$ cat config.mk
export PLATFORM = sky130hd
export DESIGN_NAME = dco_tune_encoder
export DESIGN_NICKNAME = d
export VERILOG_FILES = /design/src/rtl/dco_tune_encoder.sv
export SDC_FILE = /design/constraint.sdc
export NUM_CORES = 1
export LEC_CHECK = 0
export CORE_ASPECT_RATIO = 1.4
export CORE_MARGIN = 5
export CORE_UTILIZATION = 30
export CTS_CLUSTER_DIAMETER = 150
export CTS_CLUSTER_SIZE = 20
export DETAILED_ROUTE_END_ITERATION = 8
export DONT_BUFFER_PORTS = 1
export PLACE_DENSITY = 0.43
export SLEW_MARGIN = 10
export SYNTH_ARGS = -nofsm -noshare
export SYNTH_HDL_FRONTEND = slang
export SYNTH_SLANG_ARGS = --single-unit
$ cat constraint.sdc
create_clock -name clk -period 4.4 [get_ports clk]
set_input_delay 1.32 -clock clk [delete_from_list [all_inputs] [get_ports clk]]
set_output_delay 1.32 -clock clk [all_outputs]
set_load 0.02 [all_outputs]
$ cat src/rtl/dco_tune_encoder.sv
// Binary DCO tuning word to thermometer unit enables, with first-order
// sigma-delta dither of the fraction and slew-limited unit count.
module dco_tune_encoder #(
    parameter int INT_W    = 4,
    parameter int FRAC_W   = 4,
    parameter int MAX_STEP = 2
) (
    input  logic                     clk,
    input  logic                     rst_n,
    input  logic [INT_W+FRAC_W-1:0]  tune_word,
    input  logic                     tune_valid,
    input  logic                     dither_en,
    output logic [(1<<INT_W)-2:0]    therm_en,
    output logic [INT_W-1:0]         unit_count,
    output logic                     busy
);

    localparam int N_UNITS = (1 << INT_W) - 1;
    localparam logic [INT_W:0] N_UNITS_W  = (INT_W+1)'(N_UNITS);
    localparam logic [INT_W:0] MAX_STEP_W = (INT_W+1)'(MAX_STEP);

    logic [INT_W-1:0]   target_int_reg;
    logic [FRAC_W-1:0]  target_frac_reg;
    logic [FRAC_W-1:0]  acc_reg;
    logic [INT_W-1:0]   count_reg;
    logic [N_UNITS-1:0] therm_reg;

    logic [FRAC_W-1:0]  acc_next;
    logic               carry;
    logic [INT_W:0]     goal_wide;
    logic [INT_W:0]     goal;
    logic [INT_W:0]     count_wide;
    logic [INT_W:0]     diff_up;
    logic [INT_W:0]     diff_down;
    logic [INT_W:0]     target_plus1;
    logic [INT_W-1:0]   count_next;
    logic [N_UNITS-1:0] therm_next;

    // Dither, saturated goal and slew limit; all arithmetic at INT_W+1 bits.
    always_comb begin
        acc_next = '0;
        carry    = 1'b0;
        if (dither_en) begin
            {carry, acc_next} = {1'b0, acc_reg} + {1'b0, target_frac_reg};
        end

        goal_wide  = {1'b0, target_int_reg} + {{INT_W{1'b0}}, carry};
        goal       = (goal_wide > N_UNITS_W) ? N_UNITS_W : goal_wide;
        count_wide = {1'b0, count_reg};
        diff_up    = goal - count_wide;
        diff_down  = count_wide - goal;

        count_next = count_reg;
        if (goal > count_wide) begin
            count_next = count_reg + INT_W'((diff_up < MAX_STEP_W) ? diff_up : MAX_STEP_W);
        end else if (goal < count_wide) begin
            count_next = count_reg - INT_W'((diff_down < MAX_STEP_W) ? diff_down : MAX_STEP_W);
        end
    end

    // Decode the next count so the enables come straight from flops.
    generate
        for (genvar gi = 0; gi < N_UNITS; gi++) begin : g_therm
            localparam logic [INT_W-1:0] IDX = INT_W'(gi);
            assign therm_next[gi] = (IDX < count_next);
        end
    endgenerate

    always_ff @(posedge clk) begin
        if (!rst_n) begin
            target_int_reg  <= '0;
            target_frac_reg <= '0;
            acc_reg         <= '0;
            count_reg       <= '0;
            therm_reg       <= '0;
        end else begin
            if (tune_valid) begin
                target_int_reg  <= tune_word[INT_W+FRAC_W-1:FRAC_W];
                target_frac_reg <= tune_word[FRAC_W-1:0];
            end
            acc_reg   <= acc_next;
            count_reg <= count_next;
            therm_reg <= therm_next;
        end
    end

    // Sitting one unit above target is the normal dither toggle, not a ramp.
    assign target_plus1 = {1'b0, target_int_reg} + {{INT_W{1'b0}}, 1'b1};
    assign busy = !((count_reg == target_int_reg) ||
                    (dither_en && (count_wide == target_plus1)));

    assign therm_en   = therm_reg;
    assign unit_count = count_reg;

endmodule
==> results_dict.tcl, run 1 <==
set metrics [dict create \
    clk_latency_ns 0.28 \
    cp_top_family "adder cells" \
    cts_hold_buf 0 \
    cts-buffers-inserted 5 \
    grt_pass1_wl_microns 8200 \
    antenna_cells 0 \
    drive_gt1_share_pct 43.5 \
    r2r_start "acc_reg[0]" \
    fin_tns_setup_ns -0.899 \
    crit_top_cell "ha_4" \
    num-nets-final 290 \
    grt_usage_pct 13.1 \
    cts_root_buffer "clkbuf_8" \
    routedWlPerCell_microns 15.4 \
    power.density_nw_per_um2 692 \
    largest_reg_flops 15 \
    via_per_inst 4.74 \
    maxSlewHeadroom_pct 60.8 \
    synth_nets 237 \
    ys_seq_elements 30 \
    total_power_uw 1850 \
    io_buffer_count 0 \
    drt-total-wl_microns 4990 \
    placed_cells 281 \
    clock_path_buffers 2 \
    async_flop_share_pct 0 \
    setup_ws_ns -0.117 \
    syn2layout_area_growth_pct 44.1 \
    synth_area_leaders "dfxtp_1 32%, ha_1 14%, fa_1 5.4%, mux2i_1 4.9%, nor2_1 4.9%" \
    outcome "finished, violations left" \
    place.gp.congestion 0.772 \
    synth_flop_cell "dfxtp_1" \
    leakagePower_uw 0.00119 \
    synth_edf_count 0 \
    tightest_slew_ns 0.584 \
    die_w_microns 76.4 \
    crit_path_max_fanout 3 \
    cts.clk_slew.worst_paths_ns 0.07 \
    post-route-period-util_pct 103 \
    ys_types 44 \
    core_area_sq_um 6130 \
    ys_warn_count 0 \
    endpoint_kind "register" \
    critPathBufInv 3 \
    num_rows 34 \
    fillers 604 \
    synth_top_family_by_area "adder cells" \
    fin_skew_ns 0.0103 \
    slew_violations 0 \
    min_to "target_frac_reg[3]" \
    startpoint_type "register" \
    critPathMaxStageDelay_ns 0.51 \
    grt_overflow_total 0 \
    syn_area_sq_um 1850 \
    dieArea_sq_um 7880 \
    rsz0062_at_grt "yes" \
    num_vias 1539 \
    cpMaxStageDelayCell "fa_2" \
    hold_start "target_frac_reg[3]" \
    drt_first_pass_iters 3 \
    yosys.area_share.simple_pct 16.0 \
    fmax_mhz 221 \
    holdPathStages 2 \
    grt_max_degree 20 \
    dieHeight_microns 103 \
    antenna_found_initial 0 \
    yosysTopAreaCellShare_pct 32.4 \
    hold_viol_final 0 \
    critPathArrivalTime_ns 4.65 \
    first_iter_violations 34 \
    postSynthAreaPerCell_sq_um 9.32 \
    whs_ns 0.518 \
    required_ns 4.54 \
    finalSetupViolCount 15 \
    cts_tree "done" \
    start_util_pct 30.3 \
    grt_pass1_vias 1721 \
    synth_xor_area_share_pct 6.07 \
    crit_type "reg2reg" \
    min_path_type "reg2reg" \
    muxShareOfSynthArea_pct 6.95 \
    synth_compound_area_share_pct 12.8 \
    ir_drop_v 0.000337 \
    synth_fa_ha_area_share_pct 19.6 \
    worstRegToRegCells 25 \
    maxCapViolCount 0 \
    h-tree-depth 2 \
    r2r_end "therm_en[4]" \
    ant_nets 0 \
    dp_slack_ns -0.405 \
    violations "setup timing" \
    synthCells 199 \
    r2r_setup_slack_ns -0.12 \
    yosysSeqAreaShare_pct 32.4 \
    synth_top_cell_by_area "dfxtp_1" \
    ios 32 \
    instances_no_fill 325 \
    dpl.hpwl_microns 3300 \
    period_needed_ns 4.52 \
    drcViolationCount 0 \
    clkSinkCount 30 \
]
## metrics by stage
| step | area, sq um | utilization [%] |
|---|---|---|
| 2_1_floorplan | 1950 | - |
| 3_3_place_gp | 2120 | 34.6 |
| 3_5_place_dp | 2120 | 34.6 |
| 4_1_cts | 2600 | 42.4 |
| 5_1_grt | 2670 | 43.6 |
| 6_report | 2670 | 43.6 |
## cells in the mapped netlist, drive strengths merged, types with 2 or more instances
library cell	n
xor2	9
nor2	25
nand3	3
conb	2
mux2i	11
xnor2	3
o21ai	9
clkbuf	2
nand2b	5
inv	18
nor3	6
nand2	5
ha	21
nor2b	5
dfxtp	30
a21o	2
o21a	5
buf	4
and3	2
a31oi	2
a21oi	10
fa	5
## worst min-delay path: cells and delay by family (launching register included)
kind / cells / cell delay, ns
muxes: 1 / 0.07
DFF: 1 / 0.34
and+or+nand+nor: 1 / 0.07
## placed cells by master (no fill, tap or decap), types with 2 or more instances in the layout
| cell | Yosys | final |
|---|---|---|
| nand2b_1 | 5 | 2 |
| mux2i_1 | 9 | 9 |
| xnor2_1 | 2 | 2 |
| conb_1 | 2 | 2 |
| ha_1 | 21 | 10 |
| inv_1 | 18 | 11 |
| and3_1 | 2 | 2 |
| clkbuf_8 | 0 | 6 |
| nand2_1 | 5 | 4 |
| buf_6 | 1 | 5 |
| nor3_2 | 1 | 5 |
| a21oi_1 | 10 | 8 |
| inv_2 | 0 | 7 |
| nand2b_4 | 0 | 3 |
| nor2b_1 | 4 | 3 |
| dfxtp_2 | 0 | 2 |
| ha_4 | 0 | 10 |
| buf_4 | 2 | 46 |
| o21a_1 | 5 | 5 |
| a21oi_2 | 0 | 2 |
| a21o_1 | 2 | 2 |
| o21ai_0 | 9 | 4 |
| dfxtp_1 | 30 | 28 |
| nand3_1 | 3 | 2 |
| o21ai_1 | 0 | 4 |
| nor2_1 | 24 | 22 |
| a31oi_1 | 2 | 2 |
| xor2_1 | 9 | 9 |
| fa_2 | 0 | 4 |
## power by group
| group | internal [uW] | total, uW | switching [uW] |
|---|---|---|---|
| combinational | 565 | 1170 | 601 |
| clock | 126 | 228 | 102 |
| sequential | 348 | 454 | 106 |
| total | 1040 | 1850 | 809 |
## cells by family (layout without fill, tap and decap cells)
| family | after synthesis | after routing |
|---|---|---|
| compound gates | 36 | 36 |
| other cells | 2 | 2 |
| mux | 12 | 12 |
| flops | 30 | 30 |
| simple gates | 56 | 56 |
| xor+xnor | 12 | 12 |
| buf+inv | 25 | 79 |
| fa+ha+maj | 26 | 26 |
## how the worst max path moves through the flow
stage | cells past startpoint | from | to | slack [ns]
final | 25 | acc_reg[0] | therm_en[4] | -0.12
after CTS | 22 | target_frac_reg[0] | therm_en[14] | -0.15
after floorplan | 17 | dither_en | therm_en[14] | -0.11
after global placement | 17 | dither_en | therm_en[14] | -0.35
after global routing | 27 | acc_reg[0] | therm_en[12] | -0.35
after detailed placement | 17 | dither_en | therm_en[14] | -0.40
## per-layer routing
| metal | up-vias | track usage, % | part of all wire, % |
|---|---|---|---|
| met3 | 14 | 3.06 | 3.7 |
| met4 | 0 | 8.08 | 3.5 |
| met1 | 718 | 12.4 | 37 |
| met2 | 32 | 25.5 | 55 |
| met5 | - | 0 | 0 |
| li1 | 775 | - | - |
## timing repair
| item | in CTS | in global routing |
|---|---|---|
| buffers inserted | 35 | 3 |
| setup endpoints to repair | 17 | 19 |
| pin swaps | 11 | 15 |
| gates cloned | 1 | 0 |
| gates resized for setup | 27 | 15 |
## layout make-up
| cell class | instances | area [sq um] | area share [%] |
|---|---|---|---|
| multi-input cells | 144 | 1410 | 52.8 |
| flip-flops and latches | 30 | 603 | 22.6 |
| well taps | 72 | 90.1 | 3.37 |
| repair buffers | 52 | 407 | 15.2 |
| clock buffers | 7 | 86.3 | 3.23 |
| inverters | 19 | 71.3 | 2.67 |
| clock inverters | 1 | 5.00 | 0.187 |
No activity file was read; power rests on OpenSTA's default activity.
==> run 2: changes to the inputs <==
- PLACE_DENSITY: 0.43 -> 0.42
- SKIP_LAST_GASP: default -> 1
- SLEW_MARGIN: 10 -> default
- clock period: 4.4 -> 5.15 ns (I/O delays scaled with it)
==> run 2 against run 1 <==
Compared with the run above:
- the run now ends clean
- die area unchanged
- clock skew down 0.0040 ns
- wire length down 18%
- first-iteration DRC count up 2.9%
- worst hold slack worse by 0.012 ns
- non-clock buffer count down 39
- sequential share of layout area up 5.5 points
- utilization down 8.7 points
- flip-flop and latch count unchanged
- worst setup slack better by 0.44 ns
- design area down 20%
- critical path type is now in2reg
- largest cell class unchanged
==> results_dict.tcl, run 2 (same netlist as run 1, synthesis figures left out) <==
set metrics [dict create \
    num_rows 34 \
    leakagePower_uw 0.000971 \
    place.gp.congestion 0.753 \
    final_cell_mix "30 x dfxtp_1, 24 x nor2_1, 20 x ha_1" \
    cts_root_buffer "clkbuf_8" \
    r2r_setup_slack_ns 0.37 \
    p_sw_uw 617 \
    clkPwrFrac_pct 14.2 \
    tightest_slew_ns 0.685 \
    core_area_sq_um 6130 \
    dieHeight_microns 103 \
    min_path_type "reg2reg" \
    largest_reg_flops 15 \
    rsz0062_at_grt "no" \
    p_seq_share_pct 29.3 \
    critPathArrivalTime_ns 5.02 \
    fin_skew_ns 0.00631 \
    start_util_pct 30.3 \
    fmax_mhz 207 \
    drcViolationCount 0 \
    grt_pass1_vias 1372 \
    antenna_found_initial 0 \
    die_w_microns 76.4 \
    ant_nets 0 \
    crit_type "in2reg" \
    placed_cells 277 \
    grt_max_degree 20 \
    multi_input_comb_area_sq_um 1170 \
    h-tree-depth 2 \
    ir_drop_v 0.000270 \
    drt_first_pass_iters 4 \
    cts.clk_slew.worst_paths_ns 0.07 \
    final_common_cell "dfxtp_1" \
    via_per_inst 4.69 \
    io_buffer_count 0 \
    routedWlPerCell_microns 14.4 \
    min_to "target_frac_reg[0]" \
    drive_gt1_share_pct 16.8 \
    finalSetupViolCount 0 \
    grt_usage_pct 11.0 \
    r2r_start "target_frac_reg[0]" \
    period_needed_ns 4.83 \
    dp_slack_ns -0.0513 \
    clock_path_buffers 2 \
    outcome "complete, no violations" \
    num_vias 1342 \
    clkSinkCount 30 \
    ios 32 \
    instances_no_fill 286 \
    cts_hold_buf 0 \
    dieArea_sq_um 7880 \
    power_frac_comb_pct 56.5 \
    grt_pass1_wl_microns 6890 \
    worstRegToRegCells 27 \
    holdPathStages 2 \
    drt-total-wl_microns 4120 \
    hold_start "target_frac_reg[0]" \
    first_iter_violations 35 \
    maxCapViolCount 0 \
    required_ns 5.35 \
    switching_share_pct 44.1 \
    r2r_end "therm_en[6]" \
    endpoint_kind "register" \
    slew_violations 0 \
    maxSlewHeadroom_pct 54.3 \
    hold_viol_final 0 \
    startpoint_type "input port" \
    clk_latency_ns 0.28 \
    antenna_cells 0 \
    cts_tree "done" \
    power.density_nw_per_um2 653 \
    p_int_uw 781 \
    post-route-period-util_pct 93.8 \
    syn2layout_area_growth_pct 15.3 \
    dpl.hpwl_microns 3260 \
    num-nets-final 251 \
    ff_latch_area_sq_um 601 \
    crit_path_max_fanout 5 \
    grt_overflow_total 0 \
    setup_ws_ns 0.322 \
    cts-buffers-inserted 5 \
    fillers 667 \
]
## run 2: repair_timing
item                                    4_1_cts  5_1_grt
gates resized for setup                       0        8
setup buffers                                 0        1
endpoints found under the setup margin        0        9
## run 2: worst max path at each step
stage / start / endpoint / slack, ns
2_1_floorplan: dither_en / therm_en[14] / 0.28
3_3_place_gp: dither_en / therm_en[6] / -0.04
3_5_place_dp: dither_en / therm_en[14] / -0.05
4_1_cts: dither_en / therm_en[14] / 0.23
5_1_grt: target_frac_reg[0] / therm_en[12] / 0.03
6_report: dither_en / therm_en[6] / 0.32
## run 2: cell type report
class / instances / area share (%)
Clock buffer: 6 / 3.86
Clock inverter: 2 / 0.585
Inverter: 19 / 3.34
Multi-Input combinational cell: 144 / 54.8
Sequential cell: 30 / 28.1
Tap cell: 72 / 4.21
Timing Repair Buffer: 13 / 5.15
## run 2: power by group through the flow
stage	clock, uW	sequential [uW]	combinational [uW]
floorplan	0	405	541
global placement	0	421	756
detailed placement	0	419	755
CTS	206	414	758
global route	216	420	881
finish	198	410	790
## run 2: per-layer routing
layer,wire length [microns],GRT usage (%)
met4,62,4.44
met2,2080,19.5
met1,1800,12.5
met3,175,2.97
met5,0,0
## run 2: metrics by stage
| step | utilization (%) | hold slack [ns] | cell area [sq um] | total power [uW] | setup TNS [ns] |
|---|---|---|---|---|---|
| floorplan | - | 0.467 | 1850 | 946 | 0 |
| global placement | 32.8 | 0.494 | 2010 | 1180 | -0.101 |
| detailed placement | 32.8 | 0.497 | 2010 | 1170 | -0.106 |
| CTS | 34.4 | 0.514 | 2100 | 1380 | 0 |
| global route | 34.9 | 0.527 | 2140 | 1520 | 0 |
| finish | 34.9 | 0.506 | 2140 | 1400 | 0 |
## run 2: critical path, stage by stage
cell	delay, ns
o21a_1	0.11
ha_1	0.17
ha_1	0.19
nand3_1	0.10
nand2b_1	0.13
inv_1	0.06
ha_1	0.20
fa_1	0.48
o221ai_1	0.10
a21oi_1	0.14
o21ai_1	0.11
nor2_1	0.12
ha_1	0.17
inv_1	0.05
fa_1	0.37
xor2_1	0.15
nand2_1	0.06
o21ai_0	0.11
mux2i_2	0.29
buf_4	0.18
nand2_2	0.07
o22ai_1	0.13
